--- src/rtl/load_store_unit_pkg.sv ---
// Shared types and constants for the load/store unit: FSM states, RV32I
// access-size codes and the misalignment rule.
package load_store_unit_pkg;

  typedef enum logic [1:0] {
    ST_IDLE = 2'd0,
    ST_REQ  = 2'd1,
    ST_WAIT = 2'd2,
    ST_RESP = 2'd3
  } lsu_state_e;

  localparam logic [2:0] LSU_B  = 3'b000;
  localparam logic [2:0] LSU_H  = 3'b001;
  localparam logic [2:0] LSU_W  = 3'b010;
  localparam logic [2:0] LSU_BU = 3'b100;
  localparam logic [2:0] LSU_HU = 3'b101;

  // Unsupported size codes fall into the word case, so they share its rule.
  function automatic logic is_misaligned(input logic [2:0] funct3,
                                         input logic [1:0] addr_lo);
    case (funct3)
      LSU_B, LSU_BU: is_misaligned = 1'b0;
      LSU_H, LSU_HU: is_misaligned = addr_lo[0];
      default:       is_misaligned = (addr_lo != 2'b00);
    endcase
  endfunction

endpackage

--- src/rtl/load_store_unit_align.sv ---
// Byte-lane steering: store byte enables and replicated write data, and
// load-data extraction with sign/zero extension.
module lsu_align
  import load_store_unit_pkg::*;
(
  input  logic [2:0]  funct3,
  input  logic [1:0]  addr_lo,
  input  logic [31:0] store_data,
  input  logic [31:0] rdata,
  output logic [3:0]  be,
  output logic [31:0] wdata,
  output logic [31:0] load_data
);

  logic [7:0]  lane_byte;
  logic [15:0] lane_half;

  always_comb begin
    // NOTE: every output gets a default before the case so no latch is inferred.
    be        = 4'b1111;
    wdata     = store_data;
    load_data = rdata;
    lane_byte = rdata[{addr_lo, 3'b000} +: 8];
    lane_half = addr_lo[1] ? rdata[31:16] : rdata[15:0];

    case (funct3)
      LSU_B, LSU_BU: begin
        be        = 4'b0001 << addr_lo;
        wdata     = {4{store_data[7:0]}};
        load_data = funct3[2] ? {24'd0, lane_byte}
                              : {{24{lane_byte[7]}}, lane_byte};
      end
      LSU_H, LSU_HU: begin
        be        = 4'b0011 << {addr_lo[1], 1'b0};
        wdata     = {2{store_data[15:0]}};
        load_data = funct3[2] ? {16'd0, lane_half}
                              : {{16{lane_half[15]}}, lane_half};
      end
      default: ;
    endcase
  end

endmodule

--- src/rtl/load_store_unit.sv ---
// Memory-access stage: req/gnt/rvalid data-memory handshake and one writeback
// beat per op. Optional misalignment trap enabled by LSU_MISALIGN_TRAP_EN.
module load_store_unit
  import load_store_unit_pkg::*;
#(
  parameter int ADDR_W = 32,
  parameter int DATA_W = 32
) (
  input  logic              clk,
  input  logic              rst_n,
  input  logic              in_valid,
  output logic              in_ready,
  input  logic              is_load,
  input  logic              is_store,
  input  logic [2:0]        funct3,
  input  logic [ADDR_W-1:0] alu_result,
  input  logic [DATA_W-1:0] store_data,
  input  logic [4:0]        dstreg_num,
  output logic              mem_req,
  output logic              mem_we,
  output logic [ADDR_W-1:0] mem_addr,
  output logic [DATA_W-1:0] mem_wdata,
  output logic [3:0]        mem_be,
  input  logic              mem_gnt,
  input  logic              mem_rvalid,
  input  logic [DATA_W-1:0] mem_rdata,
  output logic              wb_valid,
  output logic              wb_we,
  output logic [4:0]        wb_dstreg,
  output logic [DATA_W-1:0] wb_data,
  output logic              misaligned
);

  lsu_state_e  state;
  logic [2:0]  op_funct3;
  logic [1:0]  op_addr_lo;

  logic [2:0]  align_funct3;
  logic [1:0]  align_addr_lo;
  logic [3:0]  align_be;
  logic [31:0] align_wdata;
  logic [31:0] align_load_data;

  assign in_ready = (state == ST_IDLE);

  // One aligner serves both directions: store steering is only needed at
  // accept (IDLE), load extraction only while waiting for rvalid.
  assign align_funct3  = (state == ST_IDLE) ? funct3 : op_funct3;
  assign align_addr_lo = (state == ST_IDLE) ? alu_result[1:0] : op_addr_lo;

  lsu_align u_align (
    .funct3     (align_funct3),
    .addr_lo    (align_addr_lo),
    .store_data (store_data),
    .rdata      (mem_rdata),
    .be         (align_be),
    .wdata      (align_wdata),
    .load_data  (align_load_data)
  );

  always_ff @(posedge clk or negedge rst_n) begin
    if (!rst_n) begin
      state      <= ST_IDLE;
      op_funct3  <= 3'd0;
      op_addr_lo <= 2'd0;
      mem_req    <= 1'b0;
      mem_we     <= 1'b0;
      mem_addr   <= '0;
      mem_wdata  <= '0;
      mem_be     <= 4'd0;
      wb_valid   <= 1'b0;
      wb_we      <= 1'b0;
      wb_dstreg  <= 5'd0;
      wb_data    <= '0;
      misaligned <= 1'b0;
    end else begin
      // NOTE: non-blocking assignments throughout, so every branch sees the
      // pre-edge state and these pulse defaults are overridden cleanly.
      wb_valid   <= 1'b0;
      wb_we      <= 1'b0;
      misaligned <= 1'b0;

      case (state)
        ST_IDLE: begin
          if (in_valid) begin
            op_funct3  <= funct3;
            op_addr_lo <= alu_result[1:0];
            wb_dstreg  <= dstreg_num;
            if (!is_load && !is_store) begin
              state    <= ST_RESP;
              wb_valid <= 1'b1;
              wb_we    <= 1'b1;
              wb_data  <= DATA_W'(alu_result);
            end
`ifdef LSU_MISALIGN_TRAP_EN
            else if (is_misaligned(funct3, alu_result[1:0])) begin
              state      <= ST_RESP;
              wb_valid   <= 1'b1;
              misaligned <= 1'b1;
            end
`endif
            else begin
              // Load wins when both flags are set.
              state     <= ST_REQ;
              mem_req   <= 1'b1;
              mem_we    <= !is_load;
              mem_addr  <= {alu_result[ADDR_W-1:2], 2'b00};
              mem_be    <= is_load ? 4'b1111 : align_be;
              mem_wdata <= align_wdata;
            end
          end
        end

        ST_REQ: begin
          if (mem_gnt) begin
            mem_req <= 1'b0;
            mem_we  <= 1'b0;
            mem_be  <= 4'd0;
            if (mem_we) begin
              state    <= ST_RESP;
              wb_valid <= 1'b1;
            end else begin
              state <= ST_WAIT;
            end
          end
        end

        ST_WAIT: begin
          if (mem_rvalid) begin
            state    <= ST_RESP;
            wb_valid <= 1'b1;
            wb_we    <= 1'b1;
            wb_data  <= align_load_data;
          end
        end

        ST_RESP: state <= ST_IDLE;

        default: state <= ST_IDLE;
      endcase
    end
  end

endmodule

--- config.mk ---
export PLATFORM = sky130hd
export DESIGN_NAME = load_store_unit
export DESIGN_NICKNAME = d
export VERILOG_FILES = /design/src/rtl/load_store_unit_pkg.sv /design/src/rtl/load_store_unit_align.sv /design/src/rtl/load_store_unit.sv
export SDC_FILE = /design/constraint.sdc
export NUM_CORES = 1
export LEC_CHECK = 0
export ABC_AREA = 1
export CORE_MARGIN = 5
export CORE_UTILIZATION = 45
export DETAILED_ROUTE_END_ITERATION = 10
export GPL_ROUTABILITY_DRIVEN = 0
export PLACE_DENSITY_LB_ADDON = 0.05
export SYNTH_ARGS = -nofsm -noshare
export SYNTH_HDL_FRONTEND = slang
export SYNTH_SLANG_ARGS = --single-unit
--- constraint.sdc ---
create_clock -name clk -period 2.4 [get_ports clk]
set_input_delay 0.6 -clock clk [delete_from_list [all_inputs] [get_ports clk]]
set_output_delay 0.6 -clock clk [all_outputs]
set_load 0.05 [all_outputs]
==> flow_summary.rst, run 1 <==
.. list-table::
   :header-rows: 1

   * - Metric
     - Value
   * - Per-cell via count in the routed design
     - 5.34
   * - Post-route setup TNS
     - 0 ps
   * - Maximum vdd ir drop
     - 1.03 mV
   * - Width of the chip
     - 124 um
   * - Cell count after synthesis
     - 747
   * - WP buf/inv
     - 1
   * - Crit path max fanout
     - 2
   * - Post-place setup slack
     - 72.0 ps
   * - Fraction of power consumed by combinational cells
     - 62.2%
   * - Worst-case register-to-register setup slack
     - 200 ps
   * - Total of fill cells in the finished design
     - 1082
   * - Number of buffers on the longest clock path
     - 2
   * - Slew Viols, Final
     - 0
   * - Count of state elements after synthesis
     - 114
   * - R2R cell count
     - 10
   * - Signal arrival time at the worst endpoint
     - 1670 ps
   * - Clock network latency to the later pin of the worst-skew pair
     - 410 ps
   * - DR vias
     - 6155
   * - Initial Util
     - 46.0%
   * - Area growth from synthesis to layout
     - 51.9%
   * - Mapped cell area
     - 5800 sq um
   * - Leakage power total
     - 4.12 nW
   * - Detailed-placement wirelength estimate
     - 14700 um
   * - Min-delay worst type
     - primary input to asynchronous set/reset pin
   * - Maximum capacitance violations
     - 0
   * - Die height
     - 124 um
   * - Capturing element type of the critical path
     - output pin
   * - Number of nets in the finished design
     - 1081
   * - Post-Place Cells
     - 1119
   * - Clk Tree Root Cell
     - clkbuf_16
   * - Hold slack final
     - 167 ps
   * - Gr usage total
     - 26.3%
   * - Average routed wire per standard cell
     - 17.3 um
   * - Detail Route Antenna Nets
     - 0
   * - DRC errors left
     - 0
   * - Startpoint-to-endpoint class of the critical path
     - flip-flop to output pin
   * - Core Box Area
     - 12600 sq um
   * - H-tree Lvls
     - 4
   * - Ports
     - 222
   * - Clock-pin slew of the registers on the worst-case setup and hold paths
     - 50 ps
   * - Max incr delay on CP
     - 850 ps
   * - P_int
     - 7.58 mW
   * - Synthesis Warnings
     - 0
   * - Utilization after layout
     - 69.8%
   * - Number of violations reported at the end of detailed-routing iteration 0
     - 622
   * - Clock network fraction of design power
     - 15.4%
   * - Power per cell area
     - 1750 nW/um^2
   * - Unrepaired setup endpoints after global routing
     - no
   * - Reported net switching power
     - 7.82 mW
   * - Number of enable-type register cells in the synthesized netlist
     - 0
   * - Category of the worst setup path launch point
     - flip-flop
   * - Most used flip-flop cell after synthesis
     - dfrtp_1
   * - Port Buffer Count
     - 218
   * - Total detailed-routing wirelength
     - 19900 um
   * - Post-synthesis sequential area ratio
     - 49.2%
   * - Sequential Power Share
     - 22.4%
   * - Beginning of the worst register-to-register path
     - state[0]$_DFFE_PN0P_
   * - Die outline area
     - 15300 sq um
   * - CTS Buf Count
     - 17
   * - Capture instance of the worst register-to-register path
     - wb_data[16]$_DFFE_PN0P_
   * - Clock period minus worst slack
     - 2270 ps
   * - Placed cell areas
     - 8240 sq um
   * - Chain of cells forming the critical path
     - clkdlybuf4s50_1
   * - Result of the run
     - complete, no violations
   * - WP data required
     - 1800 ps
   * - Fraction of layout instances using a drive strength above 1
     - 8.28%
   * - Sink Count
     - 114
   * - Largest delay share family, worst path
     - buffers and inverters
   * - Maximum clock skew at final layout
     - 5.99 ps
   * - Final setup fails
     - 0
   * - Relative slew slack
     - 61.0%
   * - Design Power
     - 15.4 mW
   * - Wire length of the first global-routing pass
     - 30700 um
   * - Cell variety after synth
     - 33
   * - Initial DRT Pass Iterations
     - 5
   * - Switching share of power
     - 50.8%
   * - Remaining global-route overflow
     - 0
   * - Max Fclk
     - 0.441 GHz
   * - Final hold vios
     - 0
   * - Site row count
     - 41
   * - Pin count of the biggest net entering global routing
     - 58
   * - Number of global-route vias before repair
     - 5839
   * - Async set or reset register ratio after synthesis
     - 100%
   * - Initial antenna violation count
     - 2
   * - Final standard cell count with taps included and fillers excluded
     - 1152
   * - Average size of a mapped cell
     - 7.77 sq um
   * - Final Instance Area
     - 8810 sq um
   * - Minimum setup slack in the final design
     - 130 ps
   * - Ratio of final minimum period to clock period
     - 94.6%
   * - Highest-delay cell along the critical path
     - clkdlybuf4s50_1
   * - Worst Max-Slew Pin Slew
     - 585 ps
   * - Clock tree from TritonCTS
     - yes
==> layout by cell type, fill, tap and decap left out, types with 17 or more instances in the layout <==
cell               n
buf_4             20
a21oi_1           70
clkbuf_16         17
dfrtp_1          114
nand3_1           46
nand2_1          228
o21ai_0           85
nor2_1            45
inv_1             55
clkdlybuf4s50_1  216
==> kinds of logic (layout without fill, tap and decap cells) <==
| group | Yosys count | count (layout) | synth area share [%] |
|---|---|---|---|
| AND/OR/NAND/NOR | 331 | 331 | 23.5 |
| flip-flops | 114 | 114 | 49.2 |
| other | 1 | 5 | 0.0646 |
| buffers and inverters | 107 | 336 | 8.19 |
| AO/OA/AOI/OAI | 185 | 185 | 17.3 |
| multiplexers | 5 | 5 | 0.970 |
| adder cells (fa/ha/maj) | 4 | 4 | 0.863 |
==> routing by layer <==
metal  GRT usage (%)  vias up  share of wire [%]
met5               0        -                  0
met4            10.8        0                2.5
met3            6.72       42                9.5
met2            39.0      318                 45
met1            36.9     2928                 43
li1                -     2867                  -
==> sequential cells by signal, summed over array words and instances (netlist names) <==
register and cells:
mem_we 1, wb_valid 1, wb_data 32, mem_wdata 32, mem_req 1, op_addr_lo 2, state 2, wb_dstreg 5
wb_we 1, op_funct3 3, mem_addr 30, mem_be 4
==> area by class of cell <==
| type | instances | area, sq um | area share, % |
|---|---|---|---|
| Antenna cell | 2 | 5.00 | 0.0568 |
| Clock buffer | 27 | 513 | 5.82 |
| Clock inverter | 4 | 47.5 | 0.540 |
| Inverter | 62 | 233 | 2.64 |
| Multi-Input combinational cell | 528 | 2490 | 28.3 |
| Sequential cell | 114 | 2850 | 32.4 |
| Tap cell | 172 | 215 | 2.44 |
| Timing Repair Buffer | 243 | 2450 | 27.8 |
==> Yosys cell counts (4+ instances only) <==
library cell	instances	area (sq um)
a21oi_1	70	350
a22oi_1	7	52.6
a2bb2oi_1	4	35.0
buf_2	11	55.1
buf_4	8	60.1
buf_6	4	45.0
clkbuf_1	20	75.1
dfrtp_1	114	2850
ha_1	4	50.1
inv_1	56	210
inv_2	6	22.5
mux2_2	5	56.3
nand2_1	229	860
nand2_2	4	25.0
nand3_1	46	230
nor2_1	45	169
o21a_1	5	37.5
o21ai_0	85	425
o22ai_1	5	31.3
==> repair_timing <==
item,in CTS,in global routing
hold buffers,0,0
setup buffers,0,0
gates resized for setup,0,2
endpoints found under the setup margin,0,40
==> power by group through the flow <==
stage	registers, mW	logic (mW)	clock network [mW]
after global placement	3.43	9.35	0
after CTS	3.44	9.54	2.40
after detailed placement	3.44	9.49	0
after global routing	3.56	10.2	2.49
after floorplan	6.34	3.37	0
final	3.45	9.58	2.37
==> worst max-delay path by stage <==
stage	slack (ps)	from	to	cells after the start
floorplan	160	state[0]$_DFFE_PN0P_	mem_be[0]$_DFFE_PN0P_	11
global placement	100	funct3[0]	wb_data[5]$_DFFE_PN0P_	8
detailed placement	70	funct3[0]	wb_data[6]$_DFFE_PN0P_	8
CTS	60	state[0]$_DFFE_PN0P_	wb_data[6]$_DFFE_PN0P_	10
global route	40	state[1]$_DFFE_PN0P_	mem_wdata[21]$_DFFE_PN0P_	9
finish	130	wb_data[30]$_DFFE_PN0P_	wb_data[30]	1
Note: power is estimated with default switching activity, not from simulation.
==> run 2, diff against run 1 <==
--- a/config.mk
+++ b/config.mk
@@ -5,12 +5,12 @@
 export SDC_FILE = /design/constraint.sdc
 export NUM_CORES = 1
 export LEC_CHECK = 0
-export ABC_AREA = 1
 export CORE_MARGIN = 5
 export CORE_UTILIZATION = 45
 export DETAILED_ROUTE_END_ITERATION = 10
 export GPL_ROUTABILITY_DRIVEN = 0
 export PLACE_DENSITY_LB_ADDON = 0.05
+export RECOVER_POWER = 25
 export SYNTH_ARGS = -nofsm -noshare
 export SYNTH_HDL_FRONTEND = slang
 export SYNTH_SLANG_ARGS = --single-unit
==> flow_summary.rst, run 2 <==
.. list-table::
   :header-rows: 1

   * - Metric
     - Value
   * - Post-synth top area share
     - 49.0% (was 49.2%)
   * - Ratio of final minimum period to clock period
     - 93.9% (was 94.6%)
   * - CTS Buf Count
     - 17 (unchanged)
   * - Total detailed-routing wirelength
     - 19700 um (was 19900 um)
   * - Max incr delay on CP
     - 370 ps (was 850 ps)
   * - Worst-case register-to-register setup slack
     - 150 ps (was 200 ps)
   * - Capturing element type of the critical path
     - flip-flop (was output pin)
   * - Async set or reset register ratio after synthesis
     - 100% (unchanged)
   * - Signal arrival time at the worst endpoint
     - 2530 ps (was 1670 ps)
   * - Mapped cell area
     - 5820 sq um (was 5800 sq um)
   * - Wire length of the first global-routing pass
     - 30500 um (was 30700 um)
   * - Worst Max-Slew Pin Slew
     - 1640 ps (was 585 ps)
   * - Maximum clock skew at final layout
     - 9.07 ps (was 5.99 ps)
   * - Pin count of the biggest net entering global routing
     - 39 (was 58)
   * - Number of violations reported at the end of detailed-routing iteration 0
     - 402 (was 622)
   * - Slew Viols, Final
     - 28 (was 0)
   * - Highest-delay cell along the critical path
     - dfrtp_1 (was clkdlybuf4s50_1)
   * - Most frequent cells in the layout
     - clkdlybuf4s50_1 (216), dfrtp_1 (114), nand2_1 (66) (was nand2_1 (228), clkdlybuf4s50_1 (216), dfrtp_1 (114))
   * - R2R cell count
     - 8 (was 10)
   * - DR vias
     - 5435 (was 6155)
   * - Crit path max fanout
     - 15 (was 2)
   * - Cell count after synthesis
     - 549 (was 747)
   * - Area growth from synthesis to layout
     - 55.2% (was 51.9%)
   * - Relative slew slack
     - -9.03% (was 61.0%)
   * - Most frequently used cell type in the post-synthesis netlist
     - dfrtp_1 (was nand2_1)
   * - Capture instance of the worst register-to-register path
     - wb_data[8]$_DFFE_PN0P_ (was wb_data[16]$_DFFE_PN0P_)
   * - Clock tree from TritonCTS
     - yes (unchanged)
   * - Startpoint-to-endpoint class of the critical path
     - flip-flop to flip-flop (was flip-flop to output pin)
   * - Most used flip-flop cell after synthesis
     - dfrtp_1 (unchanged)
   * - WP data required
     - 2680 ps (was 1800 ps)
   * - Ports
     - 222 (unchanged)
   * - Category of the worst setup path launch point
     - flip-flop (unchanged)
   * - H-tree Lvls
     - 4 (unchanged)
   * - Detail Route Antenna Nets
     - 0 (unchanged)
   * - Sink Count
     - 114 (unchanged)
   * - Core Box Area
     - 12700 sq um (was 12600 sq um)
   * - Synth top area cells
     - dfrtp_1 (49%), mux2_2 (9.7%), nand2_1 (4.3%) (was dfrtp_1 (49%), nand2_1 (15%), o21ai_0 (7.3%))
   * - Beginning of the worst register-to-register path
     - state[0]$_DFFE_PN0P_ (unchanged)
   * - Fraction of layout instances using a drive strength above 1
     - 19.5% (was 8.28%)
   * - Power per cell area
     - 1630 nW/um^2 (was 1750 nW/um^2)
   * - Average size of a mapped cell
     - 10.6 sq um (was 7.77 sq um)
   * - Chain of cells forming the critical path
     - inv_1 > ha_4 > buf_4 > mux2i_1 > o221ai_2 > buf_12 > a22oi_1 > a211oi_1 (was clkdlybuf4s50_1)
   * - Design Power
     - 14.7 mW (was 15.4 mW)
   * - Busiest layer in global routing
     - met2 (unchanged)
   * - Die outline area
     - 15300 sq um (about the same)
   * - Initial antenna violation count
     - 0 (was 2)
   * - Count of state elements after synthesis
     - 114 (unchanged)
   * - Cell taking the most area after synthesis
     - dfrtp_1 (unchanged)
   * - Final setup fails
     - 0 (unchanged)
   * - Unrepaired setup endpoints after global routing
     - no (unchanged)
   * - DRC errors left
     - 0 (unchanged)
   * - Cell variety after synth
     - 56 (was 33)
   * - Width of the chip
     - 124 um (about the same)
   * - Average routed wire per standard cell
     - 20.2 um (was 17.3 um)
   * - Placed cell areas
     - 8450 sq um (was 8240 sq um)
   * - Violated checks
     - max-capacitance violations, max-slew violations
   * - Clk Tree Root Cell
     - clkbuf_16 (unchanged)
   * - Final Instance Area
     - 9040 sq um (was 8810 sq um)
   * - Remaining global-route overflow
     - 0 (unchanged)
   * - Global routing met3 resource utilization
     - 9.81% (was 6.72%)
   * - Post-synthesis sequential area ratio
     - 49.0% (was 49.2%)
   * - Port Buffer Count
     - 218 (unchanged)
   * - Site row count
     - 41 (unchanged)
   * - Leakage power total
     - 3.72 nW (was 4.12 nW)
   * - Antenna Diode Count
     - 0 (was 2)
   * - Number of global-route vias before repair
     - 5787 (was 5839)
   * - GRT met1 Usage
     - 31.5% (was 36.9%)
   * - Synthesis Warnings
     - 0 (unchanged)
   * - Maximum capacitance violations
     - 1 (was 0)
   * - Registers with the most flip-flops
     - mem_wdata: 32 flops, wb_data: 32 flops, mem_addr: 30 flops (unchanged)
   * - Number of buffers on the longest clock path
     - 2 (unchanged)
   * - Number of enable-type register cells in the synthesized netlist
     - 0 (unchanged)
   * - Met2 global-route usage
     - 42.9% (was 39.0%)
   * - Result of the run
     - complete, but fails checks (was complete, no violations)
   * - End of the worst hold path
     - mem_wdata[31]$_DFFE_PN0P_
   * - Most common library cells after synthesis
     - dfrtp_1 (114), nand2_1 (66), mux2_2 (50) (was nand2_1 (229), dfrtp_1 (114), o21ai_0 (85))
   * - Initial Util
     - 45.9% (was 46.0%)
   * - Post-route setup TNS
     - 0 ps (unchanged)
   * - Clock period minus worst slack
     - 2250 ps (was 2270 ps)
   * - Final hold vios
     - 0 (unchanged)
   * - Total of fill cells in the finished design
     - 992 (was 1082)
   * - Beginning of the worst hold path
     - mem_wdata[31]$_DFFE_PN0P_
   * - Number of nets in the finished design
     - 908 (was 1081)
   * - Gr usage total
     - 26.1% (was 26.3%)
   * - Detailed-placement wirelength estimate
     - 14700 um (about the same)
   * - Initial DRT Pass Iterations
     - 7 (was 5)
   * - Clock-pin slew of the registers on the worst-case setup and hold paths
     - 50 ps (about the same)
   * - Max Fclk
     - 0.444 GHz (was 0.441 GHz)
   * - Most common cell after layout, fill and taps aside
     - clkdlybuf4s50_1 (was nand2_1)
   * - Clock network latency to the later pin of the worst-skew pair
     - 420 ps (was 410 ps)
   * - Die height
     - 124 um (about the same)
   * - Min-delay worst type
     - flip-flop to flip-flop (was primary input to asynchronous set/reset pin)
   * - Per-cell via count in the routed design
     - 5.56 (was 5.34)
   * - Hold Path Stages
     - 2
   * - Maximum vdd ir drop
     - 0.884 mV (was 1.03 mV)
## run 2: final cells by class
class / instances / area (sq um) / share of cell area, %
clock buffer: 23 / 478 / 5.29
timing repair buffer: 265 / 2650 / 29.3
tap: 172 / 215 / 2.38
inverter: 8 / 30.0 / 0.332
multi-input combinational: 387 / 2730 / 30.2
clock inverter: 9 / 81.3 / 0.900
sequential: 114 / 2850 / 31.6
## run 2: worst max-delay path by stage
stage | start | endpoint | slack, ps | cells after the start
after floorplan | state[0]$_DFFE_PN0P_ | mem_wdata[26]$_DFFE_PN0P_ | 60 | 9
after global placement | mem_rdata[31] | wb_data[30]$_DFFE_PN0P_ | -390 | 6
after detailed placement | mem_rdata[31] | wb_data[20]$_DFFE_PN0P_ | -440 | 6
after CTS | state[0]$_DFFE_PN0P_ | wb_data[12]$_DFFE_PN0P_ | 40 | 9
after global routing | state[0]$_DFFE_PN0P_ | wb_data[20]$_DFFE_PN0P_ | 50 | 9
final | state[0]$_DFFE_PN0P_ | wb_data[8]$_DFFE_PN0P_ | 150 | 8
## run 2: report_power, final
part           leakage (nW)  switching, mW  internal (mW)
Combinational          2.11           5.65           3.33
Sequential             1.35          0.552           2.83
Clock                 0.269          0.865           1.50
Total                  3.72           7.06           7.66
## run 2: cells by family after synthesis
family	Yosys count	share of synthesized area (%)
AO/OA/AOI/OAI	142	17.8
multiplexers	74	13.9
flip-flops	114	49.0
adder cells (fa/ha/maj)	4	0.860
other	1	0.0644
AND/OR/NAND/NOR	164	13.7
buffers and inverters	50	4.58
## run 2: repair_timing
item / in CTS / in global routing
resized for setup: 0 / 3
hold buffers: 0 / 0
pin swaps: 1 / 0
buffers inserted: 1 / 0
endpoints found under the setup margin: 16 / 22
## run 2: metrics by stage
stage               setup slack, ps  hold slack [ps]  instances  util (%)
global placement               -388              463        945      66.7
finish                          147              481        978      71.3
CTS                            37.9              112        978      71.2
global route                   54.9              513        978      71.3
floorplan                      61.4              304        551         -
detailed placement             -445              474        945      66.7
## run 2: metal layers
layer	vias up	share of wire, %
li1	2502	-
met3	29	9.0
met2	213	49
met1	2691	40
met5	-	0
met4	0	2.4
## run 2: worst max-delay path, delay by kind of cell (launching register included)
kind / cells / cell delay [ps]
compound gates: 3 / 570
fa+ha+maj: 1 / 250
buf+inv: 3 / 550
flops: 1 / 370
mux: 1 / 360
